### src/rtl/pwm_pkg.sv
// rtl/pwm_pkg.sv - shared PWM duty scale, decoder states and divider sizing
package pwm_pkg;

    localparam int DUTY_W     = 4;
    localparam int DUTY_STEPS = 16;

    // One quotient bit per iteration yields the full duty scale.
    localparam int DIV_ITERS  = $clog2(DUTY_STEPS);
    localparam int ITER_W     = $clog2(DIV_ITERS);

    typedef enum logic [1:0] {
        IDLE,
        MEASURE,
        DIVIDE
    } state_e;

endpackage

### src/rtl/pwm_duty_decoder_if.sv
// rtl/pwm_duty_decoder_if.sv - measurement result bus of the PWM duty decoder
interface pwm_duty_decoder_if #(
    parameter int CNT_W = 16
) ();
    import pwm_pkg::*;

    logic [DUTY_W-1:0] duty;
    logic [CNT_W-1:0]  high_cnt;
    logic [CNT_W-1:0]  period_cnt;
    logic              valid;
    logic              timeout;
    logic              overrun;

    modport master (
        output duty, high_cnt, period_cnt, valid, timeout, overrun
    );

    modport slave (
        input  duty, high_cnt, period_cnt, valid, timeout, overrun
    );

endinterface

### src/rtl/pwm_sync_edge.sv
// rtl/pwm_sync_edge.sv - input synchronizer with rising-edge detect on the synced line
module pwm_sync_edge #(
    parameter int SYNC_STAGES = 2
) (
    input  logic clk,
    input  logic rst_n,
    input  logic pwm_i,
    output logic s_o,
    output logic rise_o
);

    logic [SYNC_STAGES-1:0] sync_q;
    logic                   prev_q;

    always_ff @(posedge clk or negedge rst_n) begin
        if (!rst_n) begin
            sync_q <= '0;
            prev_q <= 1'b0;
        end else begin
            sync_q <= {sync_q[SYNC_STAGES-2:0], pwm_i};
            prev_q <= sync_q[SYNC_STAGES-1];
        end
    end

    // Both terms are flop outputs, so no path exists from pwm_i to rise_o.
    assign s_o    = sync_q[SYNC_STAGES-1];
    assign rise_o = sync_q[SYNC_STAGES-1] & ~prev_q;

endmodule

### src/rtl/pwm_duty_decoder.sv
// rtl/pwm_duty_decoder.sv - measures PWM high/period counts and recovers a 4-bit duty code
module pwm_duty_decoder
    import pwm_pkg::*;
#(
    parameter int CNT_W       = 16,
    parameter int TIMEOUT     = 50000,
    parameter int SYNC_STAGES = 2
) (
    input  logic                 clk,
    input  logic                 rst_n,
    input  logic                 pwm_in,
    pwm_duty_decoder_if.master   res
);

    localparam logic [CNT_W-1:0]  CNT_MAX  = '1;
    localparam logic [CNT_W-1:0]  TO_VAL   = CNT_W'(TIMEOUT);
    localparam logic [ITER_W-1:0] LAST_IT  = ITER_W'(DIV_ITERS - 1);

    logic s, rise;

    pwm_sync_edge #(.SYNC_STAGES(SYNC_STAGES)) u_sync_edge (
        .clk    (clk),
        .rst_n  (rst_n),
        .pwm_i  (pwm_in),
        .s_o    (s),
        .rise_o (rise)
    );

    state_e            state_q, state_d;
    logic [CNT_W-1:0]  hi_ctr_q, hi_ctr_d, per_ctr_q, per_ctr_d;
    logic [CNT_W-1:0]  op_h_q, op_h_d, op_p_q, op_p_d;
    logic [CNT_W:0]    rem_q, rem_d;
    logic [DUTY_W-1:0] quo_q, quo_d;
    logic [ITER_W-1:0] iter_q, iter_d;
    logic [DUTY_W-1:0] duty_q, duty_d;
    logic [CNT_W-1:0]  high_q, high_d, period_q, period_d;
    logic              valid_q, valid_d, timeout_q, timeout_d, overrun_q, overrun_d;

    logic [CNT_W:0]    rem_sh, rem_nx;
    logic              ge;
    logic [DUTY_W-1:0] quo_nx;

    always_ff @(posedge clk or negedge rst_n) begin
        if (!rst_n) begin
            state_q   <= IDLE;
            hi_ctr_q  <= '0;
            per_ctr_q <= '0;
            op_h_q    <= '0;
            op_p_q    <= '0;
            rem_q     <= '0;
            quo_q     <= '0;
            iter_q    <= '0;
            duty_q    <= '0;
            high_q    <= '0;
            period_q  <= '0;
            valid_q   <= 1'b0;
            timeout_q <= 1'b0;
            overrun_q <= 1'b0;
        end else begin
            state_q   <= state_d;
            hi_ctr_q  <= hi_ctr_d;
            per_ctr_q <= per_ctr_d;
            op_h_q    <= op_h_d;
            op_p_q    <= op_p_d;
            rem_q     <= rem_d;
            quo_q     <= quo_d;
            iter_q    <= iter_d;
            duty_q    <= duty_d;
            high_q    <= high_d;
            period_q  <= period_d;
            valid_q   <= valid_d;
            timeout_q <= timeout_d;
            overrun_q <= overrun_d;
        end
    end

    // Counters free-run in every state so the stuck-line check also works from IDLE.
    always_comb begin
        hi_ctr_d  = hi_ctr_q;
        per_ctr_d = per_ctr_q;
        if (rise) begin
            hi_ctr_d  = CNT_W'(1);
            per_ctr_d = CNT_W'(1);
        end else begin
            if (per_ctr_q != CNT_MAX) per_ctr_d = per_ctr_q + CNT_W'(1);
            if (s && hi_ctr_q != CNT_MAX) hi_ctr_d = hi_ctr_q + CNT_W'(1);
        end
    end

    // Restoring division step; H < P keeps the remainder below P, so the shift never overflows.
    always_comb begin
        rem_sh = {rem_q[CNT_W-1:0], 1'b0};
        ge     = (rem_sh >= {1'b0, op_p_q});
        rem_nx = ge ? (rem_sh - {1'b0, op_p_q}) : rem_sh;
        quo_nx = {quo_q[DUTY_W-2:0], ge};
    end

    always_comb begin
        state_d   = state_q;
        op_h_d    = op_h_q;
        op_p_d    = op_p_q;
        rem_d     = rem_q;
        quo_d     = quo_q;
        iter_d    = iter_q;
        duty_d    = duty_q;
        high_d    = high_q;
        period_d  = period_q;
        valid_d   = 1'b0;
        timeout_d = timeout_q;
        overrun_d = overrun_q;

        if (rise) begin
            timeout_d = 1'b0;
        end

        case (state_q)
            IDLE, MEASURE: begin
                if (rise) begin
                    if (state_q == MEASURE) begin
                        op_h_d  = hi_ctr_q;
                        op_p_d  = per_ctr_q;
                        rem_d   = {1'b0, hi_ctr_q};
                        quo_d   = '0;
                        iter_d  = '0;
                        state_d = DIVIDE;
                    end else begin
                        state_d = MEASURE;
                    end
                end else if (per_ctr_q == TO_VAL && !timeout_q) begin
                    timeout_d = 1'b1;
                    duty_d    = {DUTY_W{s}};
                    high_d    = '0;
                    period_d  = '0;
                    valid_d   = 1'b1;
                    state_d   = IDLE;
                end
            end
            DIVIDE: begin
                if (rise) begin
                    overrun_d = 1'b1;
                    op_h_d    = hi_ctr_q;
                    op_p_d    = per_ctr_q;
                    rem_d     = {1'b0, hi_ctr_q};
                    quo_d     = '0;
                    iter_d    = '0;
                end else begin
                    rem_d  = rem_nx;
                    quo_d  = quo_nx;
                    iter_d = iter_q + ITER_W'(1);
                    if (iter_q == LAST_IT) begin
                        duty_d   = quo_nx;
                        high_d   = op_h_q;
                        period_d = op_p_q;
                        valid_d  = 1'b1;
                        state_d  = MEASURE;
                    end
                end
            end
            default: state_d = IDLE;
        endcase
    end

    assign res.duty       = duty_q;
    assign res.high_cnt   = high_q;
    assign res.period_cnt = period_q;
    assign res.valid      = valid_q;
    assign res.timeout    = timeout_q;
    assign res.overrun    = overrun_q;

endmodule

### src/flat_wrapper.sv
// flat-port wrapper written by rule: the top's interface ports become plain ports
module pwm_duty_decoder_flat import pwm_pkg::*;
#(
    parameter int CNT_W       = 16,
    parameter int TIMEOUT     = 50000,
    parameter int SYNC_STAGES = 2
)
  (clk, rst_n, pwm_in, res_duty, res_high_cnt, res_period_cnt, res_valid, res_timeout, res_overrun);
  pwm_duty_decoder_if #(.CNT_W(CNT_W)) res_i ();
  input  logic clk;
  input  logic rst_n;
  input  logic pwm_in;
  output wire logic [$bits(res_i.duty)-1:0] res_duty;
  output wire logic [$bits(res_i.high_cnt)-1:0] res_high_cnt;
  output wire logic [$bits(res_i.period_cnt)-1:0] res_period_cnt;
  output wire logic [$bits(res_i.valid)-1:0] res_valid;
  output wire logic [$bits(res_i.timeout)-1:0] res_timeout;
  output wire logic [$bits(res_i.overrun)-1:0] res_overrun;
  assign res_duty = res_i.duty;
  assign res_high_cnt = res_i.high_cnt;
  assign res_period_cnt = res_i.period_cnt;
  assign res_valid = res_i.valid;
  assign res_timeout = res_i.timeout;
  assign res_overrun = res_i.overrun;
  pwm_duty_decoder #(.CNT_W(CNT_W), .TIMEOUT(TIMEOUT), .SYNC_STAGES(SYNC_STAGES)) u_core (.clk(clk), .rst_n(rst_n), .pwm_in(pwm_in), .res(res_i));
endmodule
### config.mk
export PLATFORM = sky130hd
export DESIGN_NAME = pwm_duty_decoder_flat
export DESIGN_NICKNAME = d
export VERILOG_FILES = /design/src/rtl/pwm_pkg.sv /design/src/rtl/pwm_duty_decoder_if.sv /design/src/rtl/pwm_sync_edge.sv /design/src/rtl/pwm_duty_decoder.sv /design/src/flat_wrapper.sv
export SDC_FILE = /design/constraint.sdc
export NUM_CORES = 1
export LEC_CHECK = 0
export BUFFER_PORTS_ARGS = -buffer_cell sky130_fd_sc_hd__clkbuf_2
export CORE_UTILIZATION = 62
export CTS_CLUSTER_DIAMETER = 50
export DETAILED_ROUTE_END_ITERATION = 7
export PLACE_DENSITY = 0.81
export SYNTH_ARGS = -nofsm -noshare
export SYNTH_HDL_FRONTEND = slang
export SYNTH_SLANG_ARGS = --single-unit
### constraint.sdc
create_clock -name clk -period 7.1 [get_ports clk]
set_clock_uncertainty 0.1 [all_clocks]
set_input_delay 1.065 -clock clk [delete_from_list [all_inputs] [get_ports clk]]
set_output_delay 1.065 -clock clk [all_outputs]
set_load 0.02 [all_outputs]
==> reports/results.txt, run 1 <==
outcome - complete, no violations
#FFs+latches synth - 129
Syn Inst Count - 682
Synth Area in XOR/XNOR - 3.76%
Least-Margin Pin Slew - 1130 ps
Routability Congestion - 0.903
Syn Nets - 710
I/O Buffers - 41
ys async rst share - 100%
placed cell area - 6800 sq um
RSZ-0062 raised after global routing - false
multiplexer share of the synthesized area - 7.00%
Nets - 747
Num CTS Buffers - 17
post-synthesis simple-gate area fraction - 17.6%
Synth Area in Adders - 4.91%
CP Launch Type - flip-flop
setup repair bufs after CTS - 0
hold slack final - 291 ps
Final ANT Viol Nets - 0
grt ovf - 0
final std cells w/o fill - 868
final wirelength - 15.0 mm
first-pass GRT wire length - 24.9 mm
I/O pins - 42
Lkg Pwr - 3.44 nW
syn_area_per_cell - 9.56 sq um
pin count of the biggest net entering global routing - 80
Worst-path clk slew - 70 ps
Max Freq - 0.295 GHz
drt pass-1 iters - 5
WP data required - 7440 ps
Top FF cell, synth - dfrtp_1
Clock Path Buffers - 2
Final Slew Violations - 0
Cell Pwr Density - 428 nW/um^2
kind of critical path - reg -> reg
Post-DP HPWL - 10.1 mm
Syn-to-layout area delta - 13.4%
setup tns final - 0 ps
GRT Total Usage - 29.4%
Synth Area in Compound Gates - 13.5%
crit path DAT - 3720 ps
die area - 10,900 sq um
Final Critical Period - 3390 ps
top cells by area, synth - dfrtp_1 50%, nand2_1 6.8%, mux2_2 5.0%
Hold Vio Cnt, Final - 0
period utilization - 47.7%
Core ar. - 10,300 sq um
post-route cell area - 7390 sq um
initial antenna violation count - 0
die height - 105 microns
cell taking the most area after synthesis - dfrtp_1
CTS tree - done
Post-CTS Resized - 0
largest family of logic cells by synthesized area - simple AND/OR/NAND/NOR gates
Slew HR - 24.1%
WL/cell - 17.3 microns
DRC errors left - 0
DP Cell Count - 836
die width - 105 microns
share of layout cells above drive strength 1 - 15.6%
Yosys Warn Count - 0
EDFF count, synth - 0
Inserted Diodes - 0
post-synthesis sequential area ratio - 49.5%
Netlist cell types - 51
Root Driver - clkbuf_8
Detailed Route Iter0 Violations - 473
Critical Path Sink Type - flip-flop
H-tree depth - 4
max cap viols - 0
Post-CTS Hold Buffers - 0
Hold Path Class - reg -> reg
via count - 5,253
Post-Syn Area - 6520 sq um
# setup viols final - 0
Via-to-Cell Ratio - 6.05
initial core utilization - 63.5%
worst vdd ir - 244 uV
Sink Count - 129
Yosys top cell area share - 49.5%
latest clock arrival within the worst-skew pair - 530 ps
largest fanout on the critical path - 29
num rows - 37
vias in the first global route - 5,129
worst max-delay path, stage by stage (launching register included):
cell and delay (ps):
dfrtp_1 470, nor2b_2 950, nand2_1 250, a21o_1 460, nor2_1 590, nand2_1 190, o221ai_1 280
layer usage:
layer	vias up	global-route usage, %	wire length, microns
met5	-	0	0
met4	0	13.4	435
met3	43	4.80	800
met2	193	45.8	7030
met1	2567	40.8	6760
li1	2450	-	-
flip-flops by register name (all words and copies together) (netlist names):
name	flops
u_core.per_ctr_q	16
u_core.res.high_cnt	16
u_core.state_q	2
u_core.u_sync_edge.sync_q	2
u_core.op_h_q	16
u_core.res.overrun	1
u_core.res.timeout	1
u_core.op_p_q	16
u_core.res.period_cnt	16
u_core.hi_ctr_q	16
u_core.u_sync_edge.prev_q	1
u_core.rem_q	16
u_core.quo_q	3
u_core.iter_q	2
u_core.res.valid	1
u_core.res.duty	4
path summary, 6_finish.rpt:
check	start	end	slack, ps	cells after the start
setup / recovery	u_core.u_sync_edge.sync_q[1]	u_core.rem_q[13]	3710	6
hold / removal	u_core.u_sync_edge.sync_q[0]	u_core.u_sync_edge.sync_q[1]	290	0
setup reg to reg	u_core.u_sync_edge.sync_q[1]	u_core.rem_q[13]	3710	6
hold reg to reg	u_core.u_sync_edge.sync_q[0]	u_core.u_sync_edge.sync_q[1]	290	0
max in group asynchronous	rst_n	u_core.per_ctr_q[6]	5040	2
min in group asynchronous	rst_n	u_core.res.high_cnt[3]	450	1
where the power goes:
part,leakage (nW),internal (W),switching (W),total [W]
Sequential,1.74,0.000854,0.000117,0.000971
Clock,0.288,0.000541,0.000341,0.000882
Combinational,1.41,0.000515,0.000797,0.00131
cells in the mapped netlist (2+ instances only):
master	number
a211oi_1	5
a21boi_0	2
a21o_1	10
a21oi_1	34
a31oi_1	7
and2_1	2
and3_1	6
and4_1	3
buf_2	5
buf_6	5
clkbuf_1	17
dfrtp_1	129
ha_1	24
inv_1	25
mux2_2	29
mux2i_1	13
nand2_1	118
nand2b_1	7
nand3_1	22
nand4_1	12
nor2_1	50
nor2b_1	6
nor3_1	7
nor4_1	3
o2111ai_1	2
o21a_1	4
o21ai_0	35
o21ai_1	34
o22ai_1	3
o31ai_1	3
or2_2	2
or3_1	13
xnor2_1	11
xor2_1	17
cell families (layout without fill, tap and decap cells):
logic type	Yosys count	after routing
fa+ha+maj	25	25
flops	129	129
simple gates	254	254
xor+xnor	28	28
compound gates	151	151
mux	42	42
buf+inv	53	103
cell usage in the layout (no fill, tap or decap), types with 11 or more instances in the layout:
master       n
a21oi_1     34
dfrtp_1    129
mux2_2      29
clkbuf_16   16
ha_1        24
xor2_1      17
nor2_1      50
mux2i_1     13
o21ai_1     34
nand4_1     12
xnor2_1     11
inv_1       25
clkbuf_2    40
o21ai_0     35
or3_1       13
nand3_1     22
nand2_1    118
area by class of cell:
cell class	count	area, sq um
timing repair buffer	46	245
inverter	25	93.8
clock inverter	14	179
sequential	129	3230
clock buffer	18	418
fill	734	2880
multi-input combinational	500	3060
tap	136	170
through the flow:
stage | utilization (%) | total power (W) | setup slack, ps
6_report | 71.9 | 0.00317 | 3710
5_1_grt | 71.9 | 0.00335 | 3430
4_1_cts | 71.9 | 0.00316 | 3810
3_5_place_dp | 66.1 | 0.00226 | 3830
3_3_place_gp | 66.1 | 0.00221 | 4000
2_1_floorplan | - | 0.00200 | 4830
Power figures use the tool's default switching activity.
==> run 2, diff against run 1 <==
--- a/config.mk
+++ b/config.mk
@@ -6,10 +6,10 @@
 export NUM_CORES = 1
 export LEC_CHECK = 0
 export BUFFER_PORTS_ARGS = -buffer_cell sky130_fd_sc_hd__clkbuf_2
-export CORE_UTILIZATION = 62
+export CORE_UTILIZATION = 55
 export CTS_CLUSTER_DIAMETER = 50
 export DETAILED_ROUTE_END_ITERATION = 7
-export PLACE_DENSITY = 0.81
+export PLACE_DENSITY = 0.76
 export SYNTH_ARGS = -nofsm -noshare
 export SYNTH_HDL_FRONTEND = slang
 export SYNTH_SLANG_ARGS = --single-unit
==> constraint.sdc (replaced) <==
create_clock -name clk -period 2.85 [get_ports clk]
set_clock_uncertainty 0.1 [all_clocks]
set_input_delay 0.4275 -clock clk [delete_from_list [all_inputs] [get_ports clk]]
set_output_delay 0.4275 -clock clk [all_outputs]
set_load 0.02 [all_outputs]
==> run 2 against run 1 <==
- clock power grew to 2.6 times the previous value
- sequential share of layout area is 0.88 points lower
- critical endpoint is now u_core.rem_q[1]
- final cell count up 2.0%
- first-iteration DRC count down 23%
- sequential power rose by 150%
- setup slack got worse by 3500 ps
- cell area is 2.1% higher
==> reports/results.txt, run 2 (synthesis results as in run 1) <==
Critical Path Sink Type - flip-flop
initial core utilization - 56.9% (-6.6 points)
logic gate share of total power - 42.8% (+1.3 points)
period utilization - 94.0% (+46 points)
final wirelength - 15.0 mm (about the same)
I/O pins - 42 (unchanged)
GRT Total Usage - 26.4% (-3.0 points)
Routability Congestion - 0.949 (+5.1%)
Nets - 757 (+1.3%)
share of layout cells above drive strength 1 - 16.4% (+0.87 points)
Worst-path clk slew - 60 ps (about the same)
Reg power frac - 29.4% (-1.3 points)
Top delay family on crit path - compound AO/OA/AOI/OAI gates
Final Critical Period - 2680 ps (-707 ps)
Hold Path Class - reg -> reg
CP Launch Type - flip-flop
Buf/Inv on CP - 2 (+2)
Post-CTS Hold Buffers - 2 (+2)
largest fanout on the critical path - 17 (-41%)
CTS tree - done
first-pass GRT wire length - 25.5 mm (+2.2%)
max cap viols - 0 (unchanged)
setup tns final - 0 ps (unchanged)
DP Cell Count - 851 (+1.8%)
Max Freq - 0.373 GHz (+26%)
Detailed Route Iter0 Violations - 365 (-23%)
Syn-to-layout area delta - 15.7%
die area - 12,300 sq um (+12%)
Int Power - 0.00501 W (+160%)
Hold Vio Cnt, Final - 0 (unchanged)
Slew HR - 58.3% (+34 points)
grt ovf - 0 (unchanged)
area occupied by multi-input gates - 3060 sq um (unchanged)
# setup viols final - 0 (unchanged)
most common cell after layout, fill and taps aside - dfrtp_1
DRC errors left - 0 (unchanged)
outcome - complete, no violations
Root Driver - clkbuf_16
metal2 WL - 6.90 mm (-1.8%)
latest clock arrival within the worst-skew pair - 420 ps (-110 ps)
most frequent cells in the layout - 129 x dfrtp_1, 118 x nand2_1, 50 x nor2_1
Clock Path Buffers - 2 (unchanged)
Cell Pwr Density - 1080 nW/um^2 (+150%)
initial antenna violation count - 0 (unchanged)
Switching Share - 38.3% (-1.4 points)
crit path DAT - 2930 ps (-790 ps)
Core ar. - 11,500 sq um (+12%)
Inserted Diodes - 0 (unchanged)
Final Slew Violations - 0 (unchanged)
Worst path slowest cell - o21ai_0
met3 routed WL - 904 microns (+13%)
WL/cell - 17.0 microns (-1.9%)
die width - 111 microns (+6.1%)
WP data required - 3100 ps (-4340 ps)
Clock power frac - 27.8% (about the same)
pin count of the biggest net entering global routing - 104 (+30%)
critical-path cell list - inv_1, ha_1, nand2_1, o21ai_0, a211oi_1, a2bb2oi_2, buf_12, mux2_2, a21oi_1
num rows - 39 (+5.4%)
Least-Margin Pin Slew - 626 ps (-508 ps)
Sink Count - 129 (unchanged)
I/O Buffers - 41 (unchanged)
Final ANT Viol Nets - 0 (unchanged)
Via-to-Cell Ratio - 5.89 (-2.6%)
drt pass-1 iters - 5 (unchanged)
via count - 5,217 (-0.69%)
Lkg Pwr - 3.51 nW (+2.1%)
kind of critical path - reg -> reg
H-tree depth - 4 (unchanged)
Post-DP HPWL - 10.3 mm (+1.7%)
RSZ-0062 raised after global routing - false
die height - 111 microns (+6.1%)
uppermost layer routed - met4
worst vdd ir - 608 uV (+150%)
FILL cells - 897 (+22%)
vias in the first global route - 5,158 (+0.57%)
WL met1 - 6.67 mm (-1.3%)
final std cells w/o fill - 885 (+2.0%)
Num CTS Buffers - 17 (unchanged)
Post-CTS Resized - 0 (unchanged)
setup repair bufs after CTS - 0 (unchanged)
register area - 3230 sq um (unchanged)
CP peak stage delay - 490 ps (-460 ps)
net switching power - 0.00311 W (+150%)
run 2: cell count changes in the layout (fill, tap and decap cells not counted), sizes merged:
cell         previous run  this run
clkinvlp                2         3
inv                    30        26
clkbuf                 58        61
buf                     6        14
dlygate4sd3             0         2
run 2: worst paths after layout:
check,start,end,slack (ps),cells after the start
worst max-delay path,u_core.op_p_q[12],u_core.rem_q[1],170,9
worst min-delay path,u_core.u_sync_edge.sync_q[0],u_core.u_sync_edge.sync_q[1],270,0
worst max register to register,u_core.op_p_q[12],u_core.rem_q[1],170,9
worst min register to register,u_core.u_sync_edge.sync_q[0],u_core.u_sync_edge.sync_q[1],270,0
max in group asynchronous,rst_n,u_core.rem_q[11],1450,3
min in group asynchronous,rst_n,u_core.res.overrun,360,2
run 2: power groups by stage:
stage	clock network, W	registers, W	logic [W]
3_5_place_dp	0	0.00240	0.00341
6_report	0.00226	0.00239	0.00348
3_3_place_gp	0	0.00239	0.00331
5_1_grt	0.00236	0.00242	0.00385
2_1_floorplan	0	0.00241	0.00257
4_1_cts	0.00229	0.00238	0.00345
run 2: through the flow:
step                instance area (sq um)  power, W  util [%]  worst slack [ps]  hold slack [ps]
global placement                     6900   0.00570      60.2               296              242
floorplan                            6520   0.00498         -               577             31.9
CTS                                  7550   0.00813      65.8               212              263
global route                         7550   0.00863      65.8              27.3              266
detailed placement                   6900   0.00582      60.2               213              250
finish                               7550   0.00812      65.8               171              266
run 2: routing by layer:
layer / track usage [%] / up-vias
li1: - / 2481
met1: 35.6 / 2519
met2: 40.6 / 180
met3: 4.92 / 37
met4: 14.7 / 0
met5: 0 / -
run 2: final cells by class:
| type | instances | share of cell area [%] |
|---|---|---|
| well taps | 143 | 2.37 |
| repair buffers | 56 | 4.81 |
| clock buffers | 21 | 6.23 |
| multi-input cells | 500 | 40.5 |
| flip-flops and latches | 129 | 42.8 |
| clock inverters | 11 | 2.02 |
| inverters | 25 | 1.24 |
==> run 3, diff against run 2 <==
--- a/config.mk
+++ b/config.mk
@@ -6,10 +6,11 @@
 export NUM_CORES = 1
 export LEC_CHECK = 0
 export BUFFER_PORTS_ARGS = -buffer_cell sky130_fd_sc_hd__clkbuf_2
-export CORE_UTILIZATION = 55
+export CAP_MARGIN = 20
+export CORE_UTILIZATION = 62
 export CTS_CLUSTER_DIAMETER = 50
 export DETAILED_ROUTE_END_ITERATION = 7
-export PLACE_DENSITY = 0.76
+export PLACE_DENSITY = 0.81
 export SYNTH_ARGS = -nofsm -noshare
 export SYNTH_HDL_FRONTEND = slang
 export SYNTH_SLANG_ARGS = --single-unit
==> constraint.sdc (replaced) <==
create_clock -name clk -period 3.15 [get_ports clk]
set_clock_uncertainty 0.1 [all_clocks]
set_input_delay 0.4725 -clock clk [delete_from_list [all_inputs] [get_ports clk]]
set_output_delay 0.4725 -clock clk [all_outputs]
set_load 0.02 [all_outputs]
==> run 3 against run 2 <==
- combinational power decreased by 13%
- global-route usage increased by 4.2 points
- clock power decreased by 5%
- first-iteration DRC count increased by 15%
- flip-flop and latch count unchanged
- non-clock buffer count decreased by 3
- largest power group unchanged
==> reports/results.txt, run 3 (synthesis results as in run 1) <==
net switching power - 0.00285 W (-8.2%)
Switching Share - 38.7% (+0.48 points)
CTS tree - done
Routability Congestion - 0.892 (-6.0%)
Int Power - 0.00451 W (-10%)
post-route cell area - 7510 sq um (-0.46%)
crit path DAT - 3180 ps (+250 ps)
Reg power frac - 29.7% (+0.3 points)
grt ovf - 0 (unchanged)
Hold Path Class - reg -> reg
Least-Margin Pin Slew - 862 ps (+236 ps)
Cell Pwr Density - 981 nW/um^2 (-8.9%)
latest clock arrival within the worst-skew pair - 530 ps (+110 ps)
most frequent cells in the layout - 129 x dfrtp_1, 118 x nand2_1, 50 x nor2_1
Detailed Route Iter0 Violations - 421 (+15%)
share of layout cells above drive strength 1 - 16.2% (-0.20 points)
num rows - 37 (-5.1%)
Final Slew Violations - 0 (unchanged)
Post-CTS Resized - 0 (unchanged)
kind of critical path - reg -> reg
DRC errors left - 0 (unchanged)
Worst Reg-to-Reg Cells - 8 (-1)
via count - 5,263 (+0.88%)
Slew HR - 41.8% (-16 points)
Clock power frac - 29.1% (+1.3 points)
Sink Count - 129 (unchanged)
hold slack final - 248 ps (-18.3 ps)
logic gate share of total power - 41.2% (-1.6 points)
Via-to-Cell Ratio - 6.01 (+2.0%)
Post-DP HPWL - 10.2 mm (-0.90%)
most common cell after layout, fill and taps aside - dfrtp_1
Max Freq - 0.355 GHz (-4.8%)
drt pass-1 iters - 5 (unchanged)
Hold Vio Cnt, Final - 0 (unchanged)
initial core utilization - 63.5% (+6.6 points)
max cap viols - 0 (unchanged)
I/O pins - 42 (unchanged)
CP Launch Type - flip-flop
initial antenna violation count - 0 (unchanged)
Core ar. - 10,300 sq um (-10%)
largest fanout on the critical path - 72 (+55)
Critical Path Sink Type - flip-flop
crit path capture - u_core.res.duty[3]
Nets - 754 (-0.40%)
FF-to-FF Start - u_core.per_ctr_q[13]
H-tree depth - 4 (unchanged)
Inserted Diodes - 0 (unchanged)
worst vdd ir - 507 uV (-17%)
FILL cells - 765 (-15%)
die width - 105 microns (-5.7%)
first-pass GRT wire length - 26.0 mm (+2.2%)
placed cell area - 6850 sq um (-0.82%)
Syn-to-layout area delta - 15.2%
pin count of the biggest net entering global routing - 73 (-30%)
period utilization - 89.3% (-4.7 points)
# setup viols final - 0 (unchanged)
GRT Total Usage - 30.7% (+4.2 points)
vias in the first global route - 5,299 (+2.7%)
Root Driver - clkbuf_8
WP data required - 3510 ps (+410 ps)
Clock Path Buffers - 2 (unchanged)
WL/cell - 17.5 microns (+3.3%)
RSZ-0062 raised after global routing - false
Reg2Reg Capture Point - u_core.res.duty[3]
outcome - complete, no violations
setup tns final - 0 ps (unchanged)
Final ANT Viol Nets - 0 (unchanged)
I/O Buffers - 41 (unchanged)
Worst-path clk slew - 60 ps (about the same)
Lkg Pwr - 3.50 nW (-0.31%)
FF-to-FF setup slack - 340 ps (+160 ps)
Final Critical Period - 2810 ps (+135 ps)
die area - 10,900 sq um (-11%)
Num CTS Buffers - 17 (unchanged)
Worst setup startpoint - u_core.per_ctr_q[13]
final wirelength - 15.3 mm (+2.1%)
die height - 105 microns (-5.7%)
run 3: cell count changes in the layout (fill, tap and decap cells not counted):
cell        delta
clkinvlp_4     -1
buf_12         -2
clkinv_2       +1
clkbuf_1       -1
bufinv_16      +2
inv_6          +2
inv_8          +1
clkbuf_16      -1
clkbuf_8       -2
buf_4          -1
clkinv_4       -1
run 3: cell type report:
type | count | area [sq um] | area share, %
Multi-Input combinational cell | 500 | 3060 | 40.7
Clock inverter | 15 | 230 | 3.07
Inverter | 25 | 93.8 | 1.25
Tap cell | 136 | 170 | 2.27
Timing Repair Buffer | 53 | 315 | 4.20
Clock buffer | 17 | 414 | 5.51
Sequential cell | 129 | 3230 | 43.0
run 3: worst max-delay path, cell delays in order (launching register included):
cell and delay (ps):
dfrtp_1 420, nor4_1 360, nand4_1 210, nor4_2 370, a21oi_1 110, or3b_2 470
buf_4 320, a21oi_1 240, a21o_1 100
run 3: power by group through the flow:
stage | Sequential (W) | Combinational [W] | Clock (W)
after floorplan | 0.00218 | 0.00232 | 0
after global placement | 0.00219 | 0.00284 | 0
after detailed placement | 0.00220 | 0.00294 | 0
after CTS | 0.00218 | 0.00300 | 0.00216
after global routing | 0.00221 | 0.00336 | 0.00224
final | 0.00219 | 0.00303 | 0.00214
run 3: worst min path at each step:
stage | start | endpoint | slack [ps] | depth (start not counted)
after floorplan | rst_n | u_core.hi_ctr_q[0] | 80 | 0
after global placement | u_core.u_sync_edge.sync_q[0] | u_core.u_sync_edge.sync_q[1] | 240 | 0
after detailed placement | u_core.u_sync_edge.sync_q[0] | u_core.u_sync_edge.sync_q[1] | 230 | 0
after CTS | u_core.u_sync_edge.sync_q[0] | u_core.u_sync_edge.sync_q[1] | 250 | 0
after global routing | u_core.u_sync_edge.sync_q[0] | u_core.u_sync_edge.sync_q[1] | 250 | 0
final | u_core.u_sync_edge.sync_q[0] | u_core.u_sync_edge.sync_q[1] | 250 | 0
run 3: layer usage:
layer	part of all wire (%)	global-route usage (%)	vias to the layer above
met3	5.6	6.99	44
met1	43	39.7	2536
met4	3.0	14.5	0
li1	-	-	2467
met2	48	49.1	216
met5	0	0	-
run 3: what timing repair did:
action                    in CTS  in global routing
hold buffers                   2                  0
hold endpoints to repair      61                  0
buffers inserted               0                  0
run 3: stage by stage:
stage / std cells / power, W / setup slack (ps) / util, %
after floorplan: 682 / 0.00451 / 877 / -
after global placement: 841 / 0.00503 / 473 / 66.6
after detailed placement: 841 / 0.00514 / 451 / 66.6
after CTS: 875 / 0.00734 / 363 / 73.1
after global routing: 875 / 0.00782 / 163 / 73.1
final: 875 / 0.00737 / 336 / 73.1
